**src/rtl/rv32i_mem_arbiter.sv**
```systemverilog
// Shares one single-ported memory between the RV32I fetch and load/store ports.
// Data has priority; a burst counter guarantees fetch a slot; stuck accesses time out with bus_err.
//
// state  | meaning
// IDLE   | no access in flight; arbitrates and latches the winner at the clock edge
// BUSY_I | fetch access presented on mem_*; waits for mem_ready or timeout
// BUSY_D | load/store access presented on mem_*; waits for mem_ready or timeout
module rv32i_mem_arbiter #(
  parameter int n         = 32,
  parameter int MAX_BURST = 4,
  parameter int TIMEOUT   = 255
) (
  input  logic         clk,
  input  logic         rst,
  input  logic         if_req,
  input  logic [n-1:0] if_addr,
  output logic         if_ack,
  output logic [n-1:0] if_rdata,
  input  logic         d_req,
  input  logic         d_we,
  input  logic [3:0]   d_be,
  input  logic [n-1:0] d_addr,
  input  logic [n-1:0] d_wdata,
  output logic         d_ack,
  output logic [n-1:0] d_rdata,
  output logic         bus_err,
  output logic         stall,
  output logic         mem_req,
  output logic         mem_we,
  output logic [3:0]   mem_be,
  output logic [n-1:0] mem_addr,
  output logic [n-1:0] mem_wdata,
  input  logic         mem_ready,
  input  logic [n-1:0] mem_rdata
);

  localparam int TW = (TIMEOUT > 0) ? $clog2(TIMEOUT + 1) : 1;
  localparam int BW = $clog2(MAX_BURST + 1);
  localparam logic [TW-1:0] TMO_MAX   = TW'(TIMEOUT);
  localparam logic [BW-1:0] BURST_MAX = BW'(MAX_BURST);

  typedef enum logic [1:0] {IDLE, BUSY_I, BUSY_D} state_t;

  state_t        state;
  logic [TW-1:0] tmo_cnt;
  logic [BW-1:0] burst_cnt;
  logic          busy;
  logic          tmo_hit;
  logic          done;
  logic          fetch_turn;

  assign busy       = (state != IDLE);
  assign tmo_hit    = (TIMEOUT > 0) && (tmo_cnt == TMO_MAX);
  assign done       = busy && (mem_ready || tmo_hit);
  // A real mem_ready on the timeout cycle is a normal completion.
  assign bus_err    = busy && tmo_hit && !mem_ready;
  assign if_ack     = (state == BUSY_I) && done;
  assign d_ack      = (state == BUSY_D) && done;
  assign if_rdata   = bus_err ? '0 : mem_rdata;
  assign d_rdata    = bus_err ? '0 : mem_rdata;
  assign stall      = (if_req | d_req) & ~(if_ack | d_ack);
  assign fetch_turn = if_req && (burst_cnt == BURST_MAX);

  always_ff @(posedge clk or posedge rst) begin
    if (rst) begin
      state     <= IDLE;
      mem_req   <= 1'b0;
      mem_we    <= 1'b0;
      mem_be    <= 4'b0000;
      mem_addr  <= '0;
      mem_wdata <= '0;
      tmo_cnt   <= '0;
      burst_cnt <= '0;
    end else begin
      case (state)
        IDLE: begin
          if (d_req && !fetch_turn) begin
            state     <= BUSY_D;
            mem_req   <= 1'b1;
            mem_we    <= d_we;
            mem_be    <= d_we ? d_be : 4'b0000;
            mem_addr  <= d_addr;
            mem_wdata <= d_wdata;
            tmo_cnt   <= '0;
          end else if (if_req) begin
            state    <= BUSY_I;
            mem_req  <= 1'b1;
            mem_we   <= 1'b0;
            mem_be   <= 4'b0000;
            mem_addr <= if_addr;
            tmo_cnt  <= '0;
          end
        end
        BUSY_I, BUSY_D: begin
          if (done) begin
            state   <= IDLE;
            mem_req <= 1'b0;
            // Count data wins only while fetch is actually waiting.
            if (state == BUSY_D && if_req)
              burst_cnt <= (burst_cnt == BURST_MAX) ? burst_cnt : burst_cnt + BW'(1);
            else
              burst_cnt <= '0;
          end else if (TIMEOUT > 0) begin
            tmo_cnt <= tmo_cnt + TW'(1);
          end
        end
        default: begin
          state   <= IDLE;
          mem_req <= 1'b0;
        end
      endcase
    end
  end

endmodule

```
**config.mk**
```make
export PLATFORM = sky130hd
export DESIGN_NAME = rv32i_mem_arbiter
export DESIGN_NICKNAME = d
export VERILOG_FILES = /design/src/rtl/rv32i_mem_arbiter.sv
export SDC_FILE = /design/constraint.sdc
export NUM_CORES = 1
export LEC_CHECK = 0
export CAP_MARGIN = 15
export CORE_ASPECT_RATIO = 0.5
export CORE_UTILIZATION = 33
export DETAILED_ROUTE_END_ITERATION = 16
export GPL_TIMING_DRIVEN = 1
export PLACE_DENSITY_LB_ADDON = 0.1
export REMOVE_ABC_BUFFERS = 1
export SYNTH_ARGS = -nofsm -noshare
export SYNTH_HDL_FRONTEND = slang
export SYNTH_SLANG_ARGS = --single-unit
```
**constraint.sdc**
```tcl
create_clock -name clk -period 2.4 [get_ports clk]
set_input_delay 0.36 -clock clk [delete_from_list [all_inputs] [get_ports clk]]
set_output_delay 0.36 -clock clk [all_outputs]
set_load 0.02 [all_outputs]
```
==> flow_metrics.py, run 1 <==
metrics = {
    "critical_path": {
        "crit_slowest_cell": "nor4_4",
        "end_kind": "primary output",
        "max_stage_delay_ns": 0.40,
        "crit_path_max_fanout": 5,
        "cp-start-kind": "flop",
        "cp.buffers_inverters": 4,
        "path_common_cell": "buf_8",
        "path_delay_family": "buffers and inverters",
        "path_cells": "ha_4 -> nand3_4 -> nor4_4 -> clkbuf_16 -> buf_8 -> buf_8 -> nor2b_4 -> clkbuf_2",
        "worstSetupPathType": "flop to primary output",
        "worstPathRequired_ns": 2.04,
        "crit_arrival_ns": 2.06,
    },
    "clock_network": {
        "ctsHtreeMaxLevel": 3,
        "cts.sinks": 83,
        "cts_root_buf": "clkbuf_16",
        "path_clk_slew_ns": 0.06,
        "cts_buffers": 9,
        "cts_tree": "built",
        "cts_buffer_depth": 2,
        "insertion_delay_ns": 0.34,
    },
    "place": {
        "placed_area_sq_mm": 0.007082,
        "gp_congestion": 0.7801,
        "dp_hpwl_mm": 9.956,
        "dp_slack_ns": -0.03348,
        "port_buffers": 275,
    },
    "die": {
        "coreArea_sq_mm": 0.01219,
        "die_w_um": 162.8,
        "rows": 28,
        "start_util": 0.3501,
        "die_h_um": 82.42,
        "design.die.area_sq_mm": 0.01342,
        "boundaryPins": 276,
    },
    "yosys": {
        "synth_cell_type_count": 41,
        "syn_area_sq_mm": 0.004268,
        "synth_warnings": 0,
        "syn_inst": 407,
        "avgSynthCellArea_sq_um": 10.49,
        "synth_area_leaders": "dfrtp_1 49%, mux2_2 8.7%, mux2i_1 7.7%",
        "yosys.area.top_type": "dfrtp_1",
        "synth-edff-count": 0,
        "async_reset_ff_frac": 1.000,
        "yosysTopAreaCellShare": 0.4867,
        "synth_flop_cell": "dfrtp_1",
        "ys_seq_area_frac": 0.4867,
        "synth-seq-cells": 83,
    },
    "sta": {
        "skew_ns": 0.005511,
        "timing.fmax_mhz": 413.5,
        "tightest_slew_ns": 0.5015,
        "finalHoldViolCount": 0,
        "rsz0062_at_grt": "true",
        "report.final.slew_viol_count": 0,
        "min_period_ns": 2.418,
        "maxSlewHeadroom": 0.6642,
        "finalCritPeriodShare": 1.008,
        "final_critical_path_setup_slack_ns": -0.01827,
        "finalSetupViolCount": 1,
    },
    "power": {
        "power_density_mw_per_mm2": 1032,
        "power_leakage_nw": 3.237,
        "ir_drop_v": 0.0005356,
        "power.total_w": 0.007596,
    },
    "finish": {
        "drive_gt1_frac": 0.2504,
        "fin_area_sq_mm": 0.007360,
        "post-route-util": 0.6037,
        "nets": 814,
        "most-common-layout-cells": "207 x clkdlybuf4s50_1, 82 x dfrtp_1, 49 x nand2_1, 45 x o21ai_0, 45 x clkbuf_2",
        "syn_to_final_growth_pct": 72.44,
        "final_common_cell": "clkdlybuf4s50_1",
    },
    "global_routing": {
        "grt_pass1_vias": 3896,
        "grt_first_pass_wirelength_mm": 19.75,
        "antenna_found_initial": 0,
        "grt_usage": 0.1942,
        "grt_max_degree": 84,
        "overflow": 0,
    },
    "detailed_routing": {
        "via_count": 3844,
        "drtAntennaViolNets": 0,
        "vias_per_cell": 4.571,
        "drt-wirelength-per-cell_um": 15.63,
        "drc": 0,
        "drtIter0Drc": 157,
        "wl_mm": 13.15,
        "firstDrtPassIters": 4,
    },
    "run_status": {
        "violations": "setup timing",
        "status": "complete, but fails checks",
    },
    "worst_hold_path": {
        "hp-class": "primary input to asynchronous set/reset pin",
    },
    "job": {
        "maxCapViolations": 0,
    },
}
synthesized netlist by cell type, types with 3 or more instances:
master and instances:
nand2_1 50, a21oi_1 7, nor3_1 4, clkbuf_1 11, buf_2 7, buf_4 35
nand3_1 8, dfrtp_1 83, mux2i_1 33, a21boi_0 3, ha_1 6, or2_2 3
nor2_1 7, o21ai_0 46, inv_1 10, nor2b_1 33, mux2_2 33
stage by stage:
step                      instances  setup TNS (ns)  hold WS (ns)
after CTS                       834         -0.7642        0.4670
final                           841        -0.01827        0.4296
after detailed placement        809        -0.08865        0.4691
after global placement          809        -0.02485        0.4607
after global routing            840          -2.544        0.4858
after floorplan                 353         -135.61        0.4813
repair_timing:
item / in CTS / in global routing
setup buffers: 8 / 6
endpoints found under the setup margin: 68 / 63
pin swaps: 0 / 2
gates resized for setup: 122 / 155
hold buffers: 0 / 0
gates cloned: 1 / 1
registers in the layout (all words and copies together), names as in the netlist:
name,cells
burst_cnt,3
mem_addr,32
mem_be,4
mem_req,1
mem_wdata,32
mem_we,1
state,2
tmo_cnt,8
kinds of logic after synthesis:
group | Yosys count | share of synthesized area
and+or+nand+nor | 114 | 0.1384
DFF | 83 | 0.4867
adders and majority gates | 6 | 0.01759
muxes | 66 | 0.1645
buffers and inverters | 64 | 0.08912
AOI/OAI and AO/OA | 74 | 0.1038
cell type report:
class	instances	area (sq um)
fillers	1074	4832
repair buffers	306	2854
flip-flops and latches	83	2078
multi-input cells	260	1899
clock buffers	10	229.0
well taps	165	206.4
clock inverters	6	51.30
inverters	10	38.79
diodes	1	2.502
power breakdown:
group / switching, W / internal [W] / leakage [nW] / total (W)
logic: 0.00198 / 0.00200 / 2.09 / 0.00398
clock network: 0.000583 / 0.000712 / 0.127 / 0.00129
registers: 0.000305 / 0.00202 / 1.02 / 0.00232
total: 0.00287 / 0.00473 / 3.24 / 0.00760
per-layer routing:
layer	track usage	wire, um
met2	0.3600	6974
met5	0	0
met3	0.06494	974
met4	0.09065	342
met1	0.2040	4857
worst register-to-register path, stage by stage, from the launching register on:
cell	delay, ns
dfrtp_1	0.37
inv_2	0.07
ha_4	0.17
buf_4	0.18
nor2_1	0.24
o211ai_1	0.27
a2111oi_0	0.47
nor3_1	0.08
worst paths after layout:
check / startpoint / end / slack, ns / cells past startpoint
max in group asynchronous: rst / tmo_cnt[5] / 1.57 / 3
max: tmo_cnt[1] / if_rdata[13] / -0.02 / 8
min reg2reg: mem_addr[6] / mem_addr[6] / 0.47 / 2
min in group clk: mem_addr[6] / mem_addr[6] / 0.47 / 2
max reg2reg: state[0] / tmo_cnt[6] / 0.42 / 7
min: rst / mem_wdata[26] / 0.43 / 3
(Power assumes the default switching activity.)
==> run 2, diff against run 1 <==
--- a/config.mk
+++ b/config.mk
@@ -10,6 +10,7 @@
 export CORE_UTILIZATION = 33
 export DETAILED_ROUTE_END_ITERATION = 16
 export GPL_TIMING_DRIVEN = 1
+export HOLD_SLACK_MARGIN = 0.05
 export PLACE_DENSITY_LB_ADDON = 0.1
 export REMOVE_ABC_BUFFERS = 1
 export SYNTH_ARGS = -nofsm -noshare
==> results of run 2 <==
Same layout as run 1: the final DEF is identical, and so are final timing and power.
